--- config.mk ---
export PLATFORM = sky130hd
export DESIGN_NAME = scfifo_rd_stream_flat
export DESIGN_NICKNAME = d
export VERILOG_FILES = /design/src/rtl/scfifo_rd_stream_pkg.sv /design/src/rtl/scfifo_rd_stream_if.sv /design/src/rtl/scfifo_rd_stream_buf2.sv /design/src/rtl/scfifo_rd_stream.sv /design/src/flat_wrapper.sv
export SDC_FILE = /design/constraint.sdc
export NUM_CORES = 1
export LEC_CHECK = 0
export CAP_MARGIN = 20
export CORE_ASPECT_RATIO = 0.7
export CORE_MARGIN = 4
export CORE_UTILIZATION = 25
export DETAILED_ROUTE_END_ITERATION = 10
export PLACE_DENSITY = 0.55
export SKIP_CTS_REPAIR_TIMING = 1
export SYNTH_ARGS = -nofsm -noshare
export SYNTH_HDL_FRONTEND = slang
export SYNTH_SLANG_ARGS = --single-unit
--- constraint.sdc ---
create_clock -name clock -period 2.2 [get_ports clock]
set_clock_uncertainty 0.15 [all_clocks]
set_input_delay 0.22 -clock clock [delete_from_list [all_inputs] [get_ports clock]]
set_output_delay 0.22 -clock clock [all_outputs]
set_load 0.005 [all_outputs]
--- src/rtl/scfifo_rd_stream_pkg.sv ---
// Shared types for the scfifo_rd_stream read adapter.
// Optional transfer counter: define SCFIFO_RD_STREAM_CNT_EN.
package scfifo_rd_stream_pkg;

  // Number of words the adapter can hold (buffered plus in flight).
  localparam int BUF_DEPTH = 2;

  // Buffer occupancy; encodings equal the number of words held.
  typedef enum logic [1:0] {
    OCC_EMPTY = 2'd0,
    OCC_ONE   = 2'd1,
    OCC_TWO   = 2'd2
  } occ_t;

  // Occupancy as an unsigned word count.
  function automatic logic [1:0] occ_count(input occ_t occ);
    return 2'(occ);
  endfunction

endpackage

--- src/rtl/scfifo_rd_stream_if.sv ---
// FIFO-side and stream-side signals of the scfifo_rd_stream adapter.
// Optional transfer counter: define SCFIFO_RD_STREAM_CNT_EN.
//
// Handshake: a word moves on every rising clock edge where o_valid and
// o_ready are both high. Once o_valid is high, o_valid and o_data stay
// constant until that transfer; o_ready may change in any cycle and has
// no effect while o_valid is low.
interface scfifo_rd_stream_if #(
  parameter int WIDTH = 8
);
  logic [WIDTH-1:0] fifo_q;
  logic             fifo_empty;
  logic             fifo_rdreq;
  logic [WIDTH-1:0] o_data;
  logic             o_valid;
  logic             o_ready;

  // Adapter view.
  modport master (
    input  fifo_q, fifo_empty, o_ready,
    output fifo_rdreq, o_data, o_valid
  );

  // FIFO and stream-sink view.
  modport slave (
    output fifo_q, fifo_empty, o_ready,
    input  fifo_rdreq, o_data, o_valid
  );
endinterface

--- src/rtl/scfifo_rd_stream_buf2.sv ---
// Two-entry head/tail skid buffer for scfifo_rd_stream.
// Head drives the stream outputs; tail holds the second word.
// Optional transfer counter: define SCFIFO_RD_STREAM_CNT_EN (not used here).
module rd_stream_buf2
  import scfifo_rd_stream_pkg::*;
#(
  parameter int WIDTH = 8
) (
  input  logic             clock,
  input  logic             sclr,
  input  logic             wr,
  input  logic [WIDTH-1:0] wr_data,
  input  logic             pop,
  output logic [WIDTH-1:0] head_data,
  output logic             head_valid,
  output occ_t             occ
);

  logic [WIDTH-1:0] tail_data;

  // Occupancy FSM; places each arriving word in the next free slot after pop.
  always_ff @(posedge clock) begin
    if (sclr) begin
      head_data  <= '0;
      tail_data  <= '0;
      head_valid <= 1'b0;
      occ        <= OCC_EMPTY;
    end else begin
      case (occ)
        OCC_EMPTY: begin
          if (wr) begin
            head_data  <= wr_data;
            head_valid <= 1'b1;
            occ        <= OCC_ONE;
          end
        end
        OCC_ONE: begin
          if (wr && pop) begin
            head_data <= wr_data;
          end else if (wr) begin
            tail_data <= wr_data;
            occ       <= OCC_TWO;
          end else if (pop) begin
            head_valid <= 1'b0;
            occ        <= OCC_EMPTY;
          end
        end
        OCC_TWO: begin
          // An arrival without a pop cannot happen here: rdreq is withheld.
          if (pop) begin
            head_data <= tail_data;
            if (wr) begin
              tail_data <= wr_data;
            end else begin
              occ <= OCC_ONE;
            end
          end
        end
        default: begin
          head_valid <= 1'b0;
          occ        <= OCC_EMPTY;
        end
      endcase
    end
  end

endmodule

--- src/rtl/scfifo_rd_stream.sv ---
// Read-side adapter for a normal-mode single-clock FIFO: issues rdreq,
// absorbs the one-cycle read latency and presents a registered
// valid/ready stream at full throughput.
// Optional transfer counter: define SCFIFO_RD_STREAM_CNT_EN.
module scfifo_rd_stream
  import scfifo_rd_stream_pkg::*;
#(
  parameter int WIDTH     = 8,
  parameter int CNT_WIDTH = 16
) (
  input  logic                 clock,
  input  logic                 sclr,
`ifdef SCFIFO_RD_STREAM_CNT_EN
  output logic [CNT_WIDTH-1:0] xfer_cnt,
`endif
  scfifo_rd_stream_if.master   bus
);

  logic             inflight;
  logic             pop;
  logic             rdreq;
  logic [1:0]       occ_sum;
  occ_t             occ;
  logic [WIDTH-1:0] head_data;
  logic             head_valid;

  assign pop = head_valid & bus.o_ready;

  // Words held after this cycle if no read were issued; never exceeds 3.
  assign occ_sum = occ_count(occ) + {1'b0, inflight} - {1'b0, pop};

  // Read only when the word returning next cycle is sure to find a slot.
  assign rdreq = ~sclr & ~bus.fifo_empty & (occ_sum < 2'(BUF_DEPTH));

  assign bus.fifo_rdreq = rdreq;
  assign bus.o_data     = head_data;
  assign bus.o_valid    = head_valid;

  // inflight marks that fifo_q carries a freshly read word this cycle.
  always_ff @(posedge clock) begin
    if (sclr) begin
      inflight <= 1'b0;
    end else begin
      inflight <= rdreq;
    end
  end

  rd_stream_buf2 #(
    .WIDTH (WIDTH)
  ) u_buf (
    .clock      (clock),
    .sclr       (sclr),
    .wr         (inflight),
    .wr_data    (bus.fifo_q),
    .pop        (pop),
    .head_data  (head_data),
    .head_valid (head_valid),
    .occ        (occ)
  );

`ifdef SCFIFO_RD_STREAM_CNT_EN
  // Count accepted words, wrapping at 2^CNT_WIDTH.
  always_ff @(posedge clock) begin
    if (sclr) begin
      xfer_cnt <= '0;
    end else if (pop) begin
      xfer_cnt <= xfer_cnt + {{(CNT_WIDTH-1){1'b0}}, 1'b1};
    end
  end
`else
  // Keeps CNT_WIDTH referenced when the counter is not built.
  logic [CNT_WIDTH-1:0] cnt_unused;
  assign cnt_unused = '0;
`endif

endmodule

--- src/flat_wrapper.sv ---
// flat-port wrapper written by rule: the top's interface ports become plain ports
module scfifo_rd_stream_flat import scfifo_rd_stream_pkg::*;
#(
  parameter int WIDTH     = 8,
  parameter int CNT_WIDTH = 16
)
  (clock, sclr, bus_fifo_q, bus_fifo_empty, bus_o_ready, bus_fifo_rdreq, bus_o_data, bus_o_valid);
  scfifo_rd_stream_if #(.WIDTH(WIDTH)) bus_i ();
  input  logic clock;
  input  logic sclr;
  input wire logic [$bits(bus_i.fifo_q)-1:0] bus_fifo_q;
  input wire logic [$bits(bus_i.fifo_empty)-1:0] bus_fifo_empty;
  input wire logic [$bits(bus_i.o_ready)-1:0] bus_o_ready;
  output wire logic [$bits(bus_i.fifo_rdreq)-1:0] bus_fifo_rdreq;
  output wire logic [$bits(bus_i.o_data)-1:0] bus_o_data;
  output wire logic [$bits(bus_i.o_valid)-1:0] bus_o_valid;
  assign bus_i.fifo_q = bus_fifo_q;
  assign bus_i.fifo_empty = bus_fifo_empty;
  assign bus_i.o_ready = bus_o_ready;
  assign bus_fifo_rdreq = bus_i.fifo_rdreq;
  assign bus_o_data = bus_i.o_data;
  assign bus_o_valid = bus_i.o_valid;
  scfifo_rd_stream #(.WIDTH(WIDTH), .CNT_WIDTH(CNT_WIDTH)) u_core (.clock(clock), .sclr(sclr), .bus(bus_i));
endmodule
# --- After elaboration in Yosys (flattened, before gate mapping) ---
# Index checks and enable logic that the tools add are counted.
word_totals:
  register_bits: 20
  input_bits: 12
  out_inout_bits: 10
  wordCells: 52
classes:
  add_sub_neg: 2
  n_lt_le_gt_ge: 1
  n_eq_ne: 10
  muxes: 20
  n_bitwise: 6
  n_reduce_logical: 8
ops:
  columns: ["operator", "n"]
  rows:
  - ["2-to-1 mux 8 bit", 6]
  - ["case mux 8 bit (3 select lines)", 1]
  - ["case mux 8 bit (2 select lines)", 1]
  - ["2-to-1 mux 2 bit", 6]
  - ["AND reduction 5 bit", 2]
  - ["inequality test 2 bit, second input constant", 4]
  - ["inequality test 2 x 1 -> 1 bit, second input constant", 3]
  - ["case mux 2 bit (3 select lines)", 1]
  - ["2-to-1 mux 1 bit", 4]
  - ["AND reduction 4 bit", 1]
  - ["AND 1 bit", 3]
  - ["inequality test 3 x 1 -> 1 bit, second input constant", 1]
  - ["NOT 1 bit", 3]
  - ["case mux 1 bit (3 select lines)", 1]
  - ["AND reduction 3 bit", 1]
  - ["nonzero test 3 bit", 1]
  - ["adder 2 x 1 -> 2 bit", 1]
  - ["equality test 2 x 1 -> 1 bit, second input constant", 1]
  - ["equality test 2 bit, second input constant", 1]
  - ["zero test 2 bit", 1]
  - ["< comparator 2 bit, second input constant", 1]
  - ["nonzero test 2 bit", 1]
  - ["subtractor 2 x 1 -> 2 bit", 1]
  - ["logical AND 1 bit", 1]

# --- Depth between registers and ports, before layout ---
# Gate-level depths: netlist (run 1).
logic_depth:
  word_depth: 5
  depth_mapped: 6
  mapped_depth_nobuf: 4

# --- Hierarchy ---
# From an unflattened synthesis (run 1), not the netlist that was laid out.
hier_totals:
  cells_unflattened: 103
  area_unflattened_um2: 1017.2
modules_own_cells:
  columns: ["module", "n_inst", "cells_each", "area_per_inst_um2", "seq_area_each_um2"]
  rows:
  - ["rd_stream_buf2", 1, 94, 940.9, 380.4]
  - ["scfifo_rd_stream", 1, 9, 76.3, 20.0]

# --- Worst setup path before layout (run 1) ---
# Ideal clock, no wire load.
synth_timing:
  kind: "reg2reg"
  from: "reg u_core.u_buf.occ[1]"
  to: "reg u_core.u_buf.head_data[1]"
  setup_ns: 0.079
  t_arrival_ns: 1.252
  required_time_ns: 1.971
  setup_slack_ns: 0.719
  stages_incl_launch_ff: 7
  n_path_buf: 2
  period_less_slack_ns: 1.481
  cell_sequence: "dfxtp_1 -> buf_2 -> or3b_4 -> nand3_4 -> buf_8 -> nor2_2 -> a211oi_2"
synth_via:
  elab_chain_len: 3
  word_cells_on_any_way: 9
  cone_classes: "5 x eq/ne; 1 x mux; 3 x reduce/logical"
synth_lines:
  columns: ["element", "line_no", "text"]
  rows:
  - ["start: declaration", "scfifo_rd_stream_buf2.sv:16", "output occ_t occ"]
  - ["start signal: assignment", "scfifo_rd_stream_buf2.sv:27", "occ <= OCC_EMPTY;"]
  - ["start signal: assignment", "scfifo_rd_stream_buf2.sv:34", "occ <= OCC_ONE;"]
  - ["start signal: assignment", "scfifo_rd_stream_buf2.sv:42", "occ <= OCC_TWO;"]
  - ["equality test 2 bit, or another cell as far along", "scfifo_rd_stream_buf2.sv:29", "case (occ)"]
  - ["inequality test 2 x 1 -> 1 bit (no source line), or another cell as far along", null, null]
  - ["AND reduction 4 bit (no source line)", null, null]
  - ["end signal: assignment", "scfifo_rd_stream_buf2.sv:32", "head_data <= wr_data;"]
  - ["end signal: assignment", "scfifo_rd_stream_buf2.sv:39", "head_data <= wr_data;"]
  - ["end signal: assignment", "scfifo_rd_stream_buf2.sv:51", "head_data <= tail_data;"]
  - ["end: declaration", "scfifo_rd_stream_buf2.sv:14", "output logic [WIDTH-1:0] head_data,"]
# Parallel ways exist; a longest one is shown, timed or not.
# A chain may end at the register's enable or synchronous reset.

# --- Worst setup path after layout (run 1) ---
layout_timing:
  from: "in bus_o_ready"
  to: "out bus_fifo_rdreq"
layout_via:
  elab_chain_len: 4
layout_lines:
  columns: ["element", "line_no", "text"]
  rows:
  - ["start: declaration", "flat_wrapper.sv:13", "input wire logic [$bits(bus_i.o_ready)-1:0] bus_o_ready;"]
  - ["AND 1 bit", "scfifo_rd_stream.sv:27", "assign pop = head_valid & bus.o_ready;"]
  - ["subtractor 2 x 1 -> 2 bit", "scfifo_rd_stream.sv:30", "assign occ_sum = occ_count(occ) + {1'b0, inflight} - {1'b0, pop};"]
  - ["< comparator 2 bit", "scfifo_rd_stream.sv:33", "assign rdreq = ~sclr & ~bus.fifo_empty & (occ_sum < 2'(BUF_DEPTH));"]
  - ["AND 1 bit", "scfifo_rd_stream.sv:33", null]
  - ["end: declaration", "flat_wrapper.sv:14", "output wire logic [$bits(bus_i.fifo_rdreq)-1:0] bus_fifo_rdreq;"]
# Every way passes these cells.

==> metrics, run 1 <==
status finished, final reports clean; total of max-cap violations 0; Post-DRT Antenna Nets 0; crit path kind in2out; Combinational Power Share 0.191; sequential area share after synthesis 0.395; slowest stage cell, crit path clkdlybuf4s50_1; endpoints failing setup 0; hold endpoint u_core.u_buf.tail_data[1]; Post-Syn Instances 103; number of distinct library cells after synthesis 28; R2R Setup Slk 0.58 ns; # DRC 0; Final Cycle Share 0.834; met2 layer usage reported by global route 0.139; CP Buf/Inv Count 2; Root Driver clkbuf_8; H-tree lvl count 1; Final min period 1.84 ns; Slew Viols, Final 0; Net Switching 0.228 mW; clk sinks 20; antenna violations before repair 0; share of layout cells above drive strength 1 0.160; hold wc startpoint u_core.u_buf.tail_data[1]; Seq pwr share 0.429; Worst Hold Slack 0.325 ns; total negative slack 0 ns; Syn Area/Cell 9.85 µm²; vias per cell 4.32; worst-path cell chain clkdlybuf4s50_1 > and3b_1 > mux2i_1 > xnor2_1 > nor3_2 > dlymetal6s2s_1; Top Ports 22; Worst EP required 1.83 ns; slew margin rel. 0.618; fin nets 138; reg-to-reg startpoint u_core.u_buf.occ[1]; RSZ-0062 raised after global routing no; Initial Util 0.259; WL final 2130 µm; largest net degree at the start of global routing 30; # port buffers 21; clock share of power 0.380; antenna cells 0; Post-DP HPWL 1480 µm; Final GP Congestion 0.811; met3 Use GR 0.0334; Hold Crit Class reg2reg; beginning of the critical path bus_o_ready; area delta synth->final 34.0%; clock slew at reported path FFs 0.07 ns; pin slew with the least headroom to its limit 0.573 ns; layer with the highest usage met2; clk_lat worst skew 0.26 ns; peak supply drop 0.356 mV; area of the mapped netlist 0.00101 mm²; fmax 545 MHz; CTS tree yes; CP endpoint kind primary output; Layout Utilization 0.347; Tot Pwr 0.972 mW; Pint 0.745 mW; CP arrival 1.47 ns; die area 0.00516 mm²; CP Launch Type input pin; vias in the first global route 732; Final Hold Viols 0; CP Max Fanout 3; Switching Fraction 0.234; Die W 84.1 µm; Synth Net Count 115; Core Region 0.00392 mm²; R2R cell count 3; Site Rows 19; Worst path max stage delay 0.50 ns; Die Span Y 61.3 µm; cts bufs inserted 3; grt met1 use 0.114; via count 765; end of the worst register-to-register path u_core.u_buf.head_data[6]; WL per Instance 12.0 µm; flops & latches, synth 20; first-pass GRT wire length 3540 µm; worst-case clock buffer depth 2; Hold Path Depth 2; DRT iter0 DRCs 67; Crit path max-delay family buffers and inverters; P_leak 0.535 nW; GRT Overall Usage 0.0856; Yosys warning total 0; gr ovfl total 0; Power Dens Cells 715 mW/mm²; Pre-antenna DRT Iters 4
cells in the mapped netlist:
cell type | number | area (µm²)
or3b_4 | 1 | 11.3
nand3_4 | 1 | 17.5
buf_2 | 3 | 15.0
dfxtp_1 | 20 | 400
buf_8 | 1 | 15.0
and3b_1 | 1 | 8.76
nand2_1 | 2 | 7.51
a21boi_1 | 1 | 7.51
nand2b_1 | 18 | 113
clkbuf_1 | 3 | 11.3
a31oi_1 | 1 | 6.26
o31ai_1 | 1 | 7.51
o21bai_1 | 1 | 7.51
a21oi_1 | 2 | 10.0
nor3_1 | 2 | 10.0
a211oi_2 | 2 | 25.0
a21boi_0 | 1 | 7.51
nand3b_1 | 2 | 15.0
xnor2_1 | 1 | 8.76
mux2i_1 | 17 | 170
nand4b_1 | 2 | 17.5
mux2_2 | 1 | 11.3
or3_1 | 1 | 6.26
a211oi_1 | 6 | 45.0
nor2_2 | 2 | 12.5
nor2_1 | 8 | 30.0
nor2b_1 | 1 | 6.26
buf_6 | 1 | 11.3
layer usage:
layer  wire, µm  part of all wire  vias up
li1           -                 -      404
met1       1080              0.51      347
met2        946              0.44       14
met3        103             0.048        0
met4          0                 0        0
met5          0                 0        -
power groups by stage:
stage,registers [mW],logic [mW],clock network (mW)
3_5_place_dp,0.424,0.185,0
5_1_grt,0.423,0.205,0.392
2_1_floorplan,0.417,0.114,0
6_report,0.417,0.186,0.370
3_3_place_gp,0.423,0.182,0
4_1_cts,0.416,0.186,0.382
registers in the layout, summed over array words and instances, names as in the netlist:
register and flops:
u_core.u_buf.head_data 8, u_core.u_buf.tail_data 8, u_core.u_buf.head_valid 1, u_core.inflight 1, u_core.u_buf.occ 2
layout make-up:
class                   instances  area (µm²)
multi-input cells              75         567
well taps                      52        65.1
flip-flops and latches         20         407
fillers                       407        2560
repair buffers                 26         250
clock inverters                 1        30.0
clock buffers                   3        41.3
logic make-up (layout without fill, tap and decap cells):
kind of cell	count (synthesis)	after routing	share of synthesized area
xor gates and xnor gates	1	1	0.00863
AOI/OAI and AO/OA	15	15	0.115
buffers and inverters	8	30	0.0518
DFF	20	20	0.395
muxes	18	18	0.179
and+or+nand+nor	41	41	0.252
how the worst max path moves through the flow:
stage	to	slack (ns)	cells past startpoint
floorplan	u_core.u_buf.head_data[1]	0.72	6
global placement	bus_fifo_rdreq	0.07	6
detailed placement	bus_fifo_rdreq	0.04	6
CTS	bus_fifo_rdreq	-0.03	5
global route	bus_fifo_rdreq	0.27	6
finish	bus_fifo_rdreq	0.36	6
stage by stage:
| step | instance area [µm²] | setup WS, ns | instances |
|---|---|---|---|
| final | 1360 | 0.365 | 177 |
| after global routing | 1360 | 0.272 | 177 |
| after CTS | 1340 | -0.0294 | 176 |
| after detailed placement | 1270 | 0.0382 | 172 |
| after global placement | 1270 | 0.0680 | 172 |
| after floorplan | 1010 | 0.719 | 103 |
cells in the final DEF, fill, tap and decap left out:
cell             synthesis  layout
a211oi_1                 6       6
a211oi_2                 2       2
a21boi_0                 1       1
a21boi_1                 1       1
a21oi_1                  2       2
a31oi_1                  1       1
and3b_1                  1       1
buf_4                    0       5
bufinv_16                0       1
clkbuf_8                 0       3
clkdlybuf4s50_1          0      20
dfxtp_1                 20      17
dfxtp_2                  0       2
dfxtp_4                  0       1
dlymetal6s2s_1           0       1
mux2_2                   1       1
mux2i_1                 17      17
nand2_1                  2       2
nand2b_1                18      18
nand3_4                  1       1
nand3b_1                 2       2
nand4b_1                 2       2
nor2_1                   8       8
nor2_2                   2       2
nor2b_1                  1       1
nor3_1                   2       1
nor3_2                   0       1
o21bai_1                 1       1
o31ai_1                  1       1
or3_1                    1       1
or3b_4                   1       1
xnor2_1                  1       1
worst min-delay path: cells and delay by family, from the launching register on:
family	cells	cell delay (ns)
flip-flops	1	0.31
AND/OR/NAND/NOR	1	0.06
multiplexers	1	0.05
No activity file was read; power rests on OpenSTA's default activity.
==> run 2: changes to the inputs <==
--- a/config.mk
+++ b/config.mk
@@ -10,7 +10,7 @@
 export CORE_MARGIN = 4
 export CORE_UTILIZATION = 25
 export DETAILED_ROUTE_END_ITERATION = 10
-export PLACE_DENSITY = 0.55
+export PLACE_DENSITY = 0.57
 export SKIP_CTS_REPAIR_TIMING = 1
 export SYNTH_ARGS = -nofsm -noshare
 export SYNTH_HDL_FRONTEND = slang
==> constraint.sdc (replaced) <==
create_clock -name clock -period 1.5 [get_ports clock]
set_clock_uncertainty 0.15 [all_clocks]
set_input_delay 0.15 -clock clock [delete_from_list [all_inputs] [get_ports clock]]
set_output_delay 0.15 -clock clock [all_outputs]
set_load 0.005 [all_outputs]
==> run 2 against run 1 <==
  * The run now ends with setup timing left
  * Wire length increased by 15%
  * First-iteration DRC count decreased by 52%
  * Worst hold slack got worse by 0.083 ns
  * Die area unchanged
  * Power increased by 59%
  * Sequential share of layout area decreased by 4.5 points
  * Final cell count increased by 9.0%
  * Via count increased by 12%
  * Register-to-register slack got worse by 0.73 ns
  * Count of clock-buffer cells in the layout unchanged
  * Highest routed layer unchanged
==> metrics, run 2 (synthesis results as in run 1) <==
status finished with violations (was finished, final reports clean); failing checks setup timing; first-pass GRT wire length 3670 µm (was 3540 µm); layout filler cell count 394 (was 407); Post-DP HPWL 1670 µm (was 1480 µm); endpoints failing setup 17 (was 0); Largest regs u_core.u_buf.head_data x8, u_core.u_buf.tail_data x8, u_core.u_buf.occ x2 (unchanged); vias in the first global route 853 (was 732); Layout Utilization 0.407 (was 0.347); cts bufs inserted 3 (unchanged); Crit path max-delay family simple AND/OR/NAND/NOR gates (was buffers and inverters); H-tree lvl count 1 (unchanged); Final Hold Viols 0 (unchanged); # DRC 0 (unchanged); placed cell count 180 (was 172); Hold Crit Class in2reg (was reg2reg); Stages on worst setup path 5 (was 6); CP Max Fanout 3 (unchanged); slowest stage cell, crit path dfxtp_2 (was clkdlybuf4s50_1); clk sinks 20 (unchanged); die area 0.00516 mm² (unchanged); clk_lat worst skew 0.26 ns (about the same); WL per Instance 12.7 µm (was 12.0 µm); share of layout cells above drive strength 1 0.369 (was 0.160); GRT Overall Usage 0.0884 (was 0.0856); pin slew with the least headroom to its limit 0.284 ns (was 0.573 ns); antenna cells 0 (unchanged); Initial Util 0.259 (unchanged); clock slew at reported path FFs 0.08 ns (was 0.07 ns); CTS tree yes (unchanged); CP Launch Type flip-flop (was input pin); beginning of the critical path u_core.inflight (was bus_o_ready); crit path kind reg2out (was in2out); R2R Setup Slk -0.15 ns (was 0.58 ns); Final WS setup -0.179 ns (was 0.365 ns); fmax 596 MHz; largest net degree at the start of global routing 30 (unchanged); Pre-antenna DRT Iters 4 (unchanged); Top Ports 22 (unchanged); RSZ-0062 raised after global routing yes (was no); total of max-cap violations 0 (unchanged); CP arrival 1.38 ns (was 1.47 ns); vias per cell 4.44 (was 4.32); WL final 2450 µm (was 2130 µm); commonest cells after routing, fill and taps aside nand2b_1 (18), clkdlybuf4s50_1 (18), mux2i_1 (16), dfxtp_1 (16), buf_4 (12) (was clkdlybuf4s50_1 (20), nand2b_1 (18), mux2i_1 (17), dfxtp_1 (17), nor2_1 (8)); Post-DRT Antenna Nets 0 (unchanged); Core Region 0.00392 mm² (unchanged); Power Dens Cells 970 mW/mm² (was 715 mW/mm²); CP Buf/Inv Count 1 (was 2); via count 856 (was 765); antenna violations before repair 0 (unchanged); peak supply drop 0.382 mV (was 0.356 mV); reg-to-reg startpoint u_core.u_buf.head_valid (was u_core.u_buf.occ[1]); Site Rows 19 (unchanged); fin nets 154 (was 138); Die Span Y 61.3 µm (unchanged); Final Cycle Share 1.12; Final min period 1.68 ns; DRT iter0 DRCs 32 (was 67); Worst EP required 1.20 ns (was 1.83 ns); # port buffers 21 (unchanged); R2R cell count 7 (was 3); worst-case clock buffer depth 2 (unchanged); Final GP Congestion 0.773 (was 0.811); sequential standard cell area 405 µm² (was 407 µm²); Die W 84.1 µm (unchanged); crit path capture bus_fifo_rdreq (unchanged); Root Driver clkbuf_8 (unchanged); CP endpoint kind primary output (unchanged); Multi-input gate area 657 µm² (was 567 µm²); Slew Viols, Final 0 (unchanged); Tot Pwr 1.55 mW (was 0.972 mW); worst-path cell chain and3b_1 > mux2i_1 > xnor2_1 > nor3_1 > buf_2 (was clkdlybuf4s50_1 > and3b_1 > mux2i_1 > xnor2_1 > nor3_2 > dlymetal6s2s_1); P_leak 0.672 nW (was 0.535 nW); Layout Cells excl Fill 193 (was 177); area delta synth->final 57.5% (was 34.0%); Worst path max stage delay 0.34 ns (was 0.50 ns); slew margin rel. 0.810 (was 0.618); total negative slack -1.24 ns (was 0 ns); gr ovfl total 0 (unchanged); end of the worst register-to-register path u_core.u_buf.head_data[3] (was u_core.u_buf.head_data[6])
## run 2: layout make-up
class	count	share of cell area
sequential	20	0.254
timing repair buffer	41	0.250
multi-input combinational	76	0.411
clock buffer	3	0.0258
clock inverter	1	0.0188
tap	52	0.0407
## run 2: where the power goes
part	switching, mW	total, mW	internal (mW)
Sequential	0.0334	0.608	0.574
Clock	0.189	0.545	0.356
Combinational	0.163	0.398	0.235
Total	0.385	1.55	1.17
## run 2: worst min path at each step
stage	depth (start not counted)	startpoint	endpoint	slack, ns
global route	5	bus_o_ready	u_core.u_buf.head_valid	0.30
global placement	2	u_core.u_buf.tail_data[2]	u_core.u_buf.tail_data[2]	0.31
CTS	2	u_core.u_buf.tail_data[6]	u_core.u_buf.tail_data[6]	0.33
floorplan	1	bus_fifo_empty	u_core.inflight	0.08
finish	5	bus_o_ready	u_core.u_buf.head_valid	0.24
detailed placement	2	u_core.u_buf.tail_data[6]	u_core.u_buf.tail_data[6]	0.32
## run 2: through the flow
stage          setup slack [ns]  cell area [µm²]  hold slack [ns]
6_report                 -0.179             1600            0.242
5_1_grt                  -0.287             1600            0.303
4_1_cts                  -0.572             1410            0.331
3_5_place_dp             -0.549             1340            0.321
3_3_place_gp             -0.530             1340            0.308
2_1_floorplan            0.0185             1010           0.0793
## run 2: worst min-delay path, delay by kind of cell
| kind | cells | cell delay, ns |
|---|---|---|
| simple gates | 2 | 0.13 |
| compound gates | 1 | 0.05 |
| buf+inv | 2 | 0.28 |
## run 2: per-layer routing
metal	vias up	routed length [µm]	track usage
met5	-	0	0
met4	0	0	0.0115
met3	0	108	0.0321
met2	14	1210	0.166
met1	405	1130	0.101
li1	437	-	-
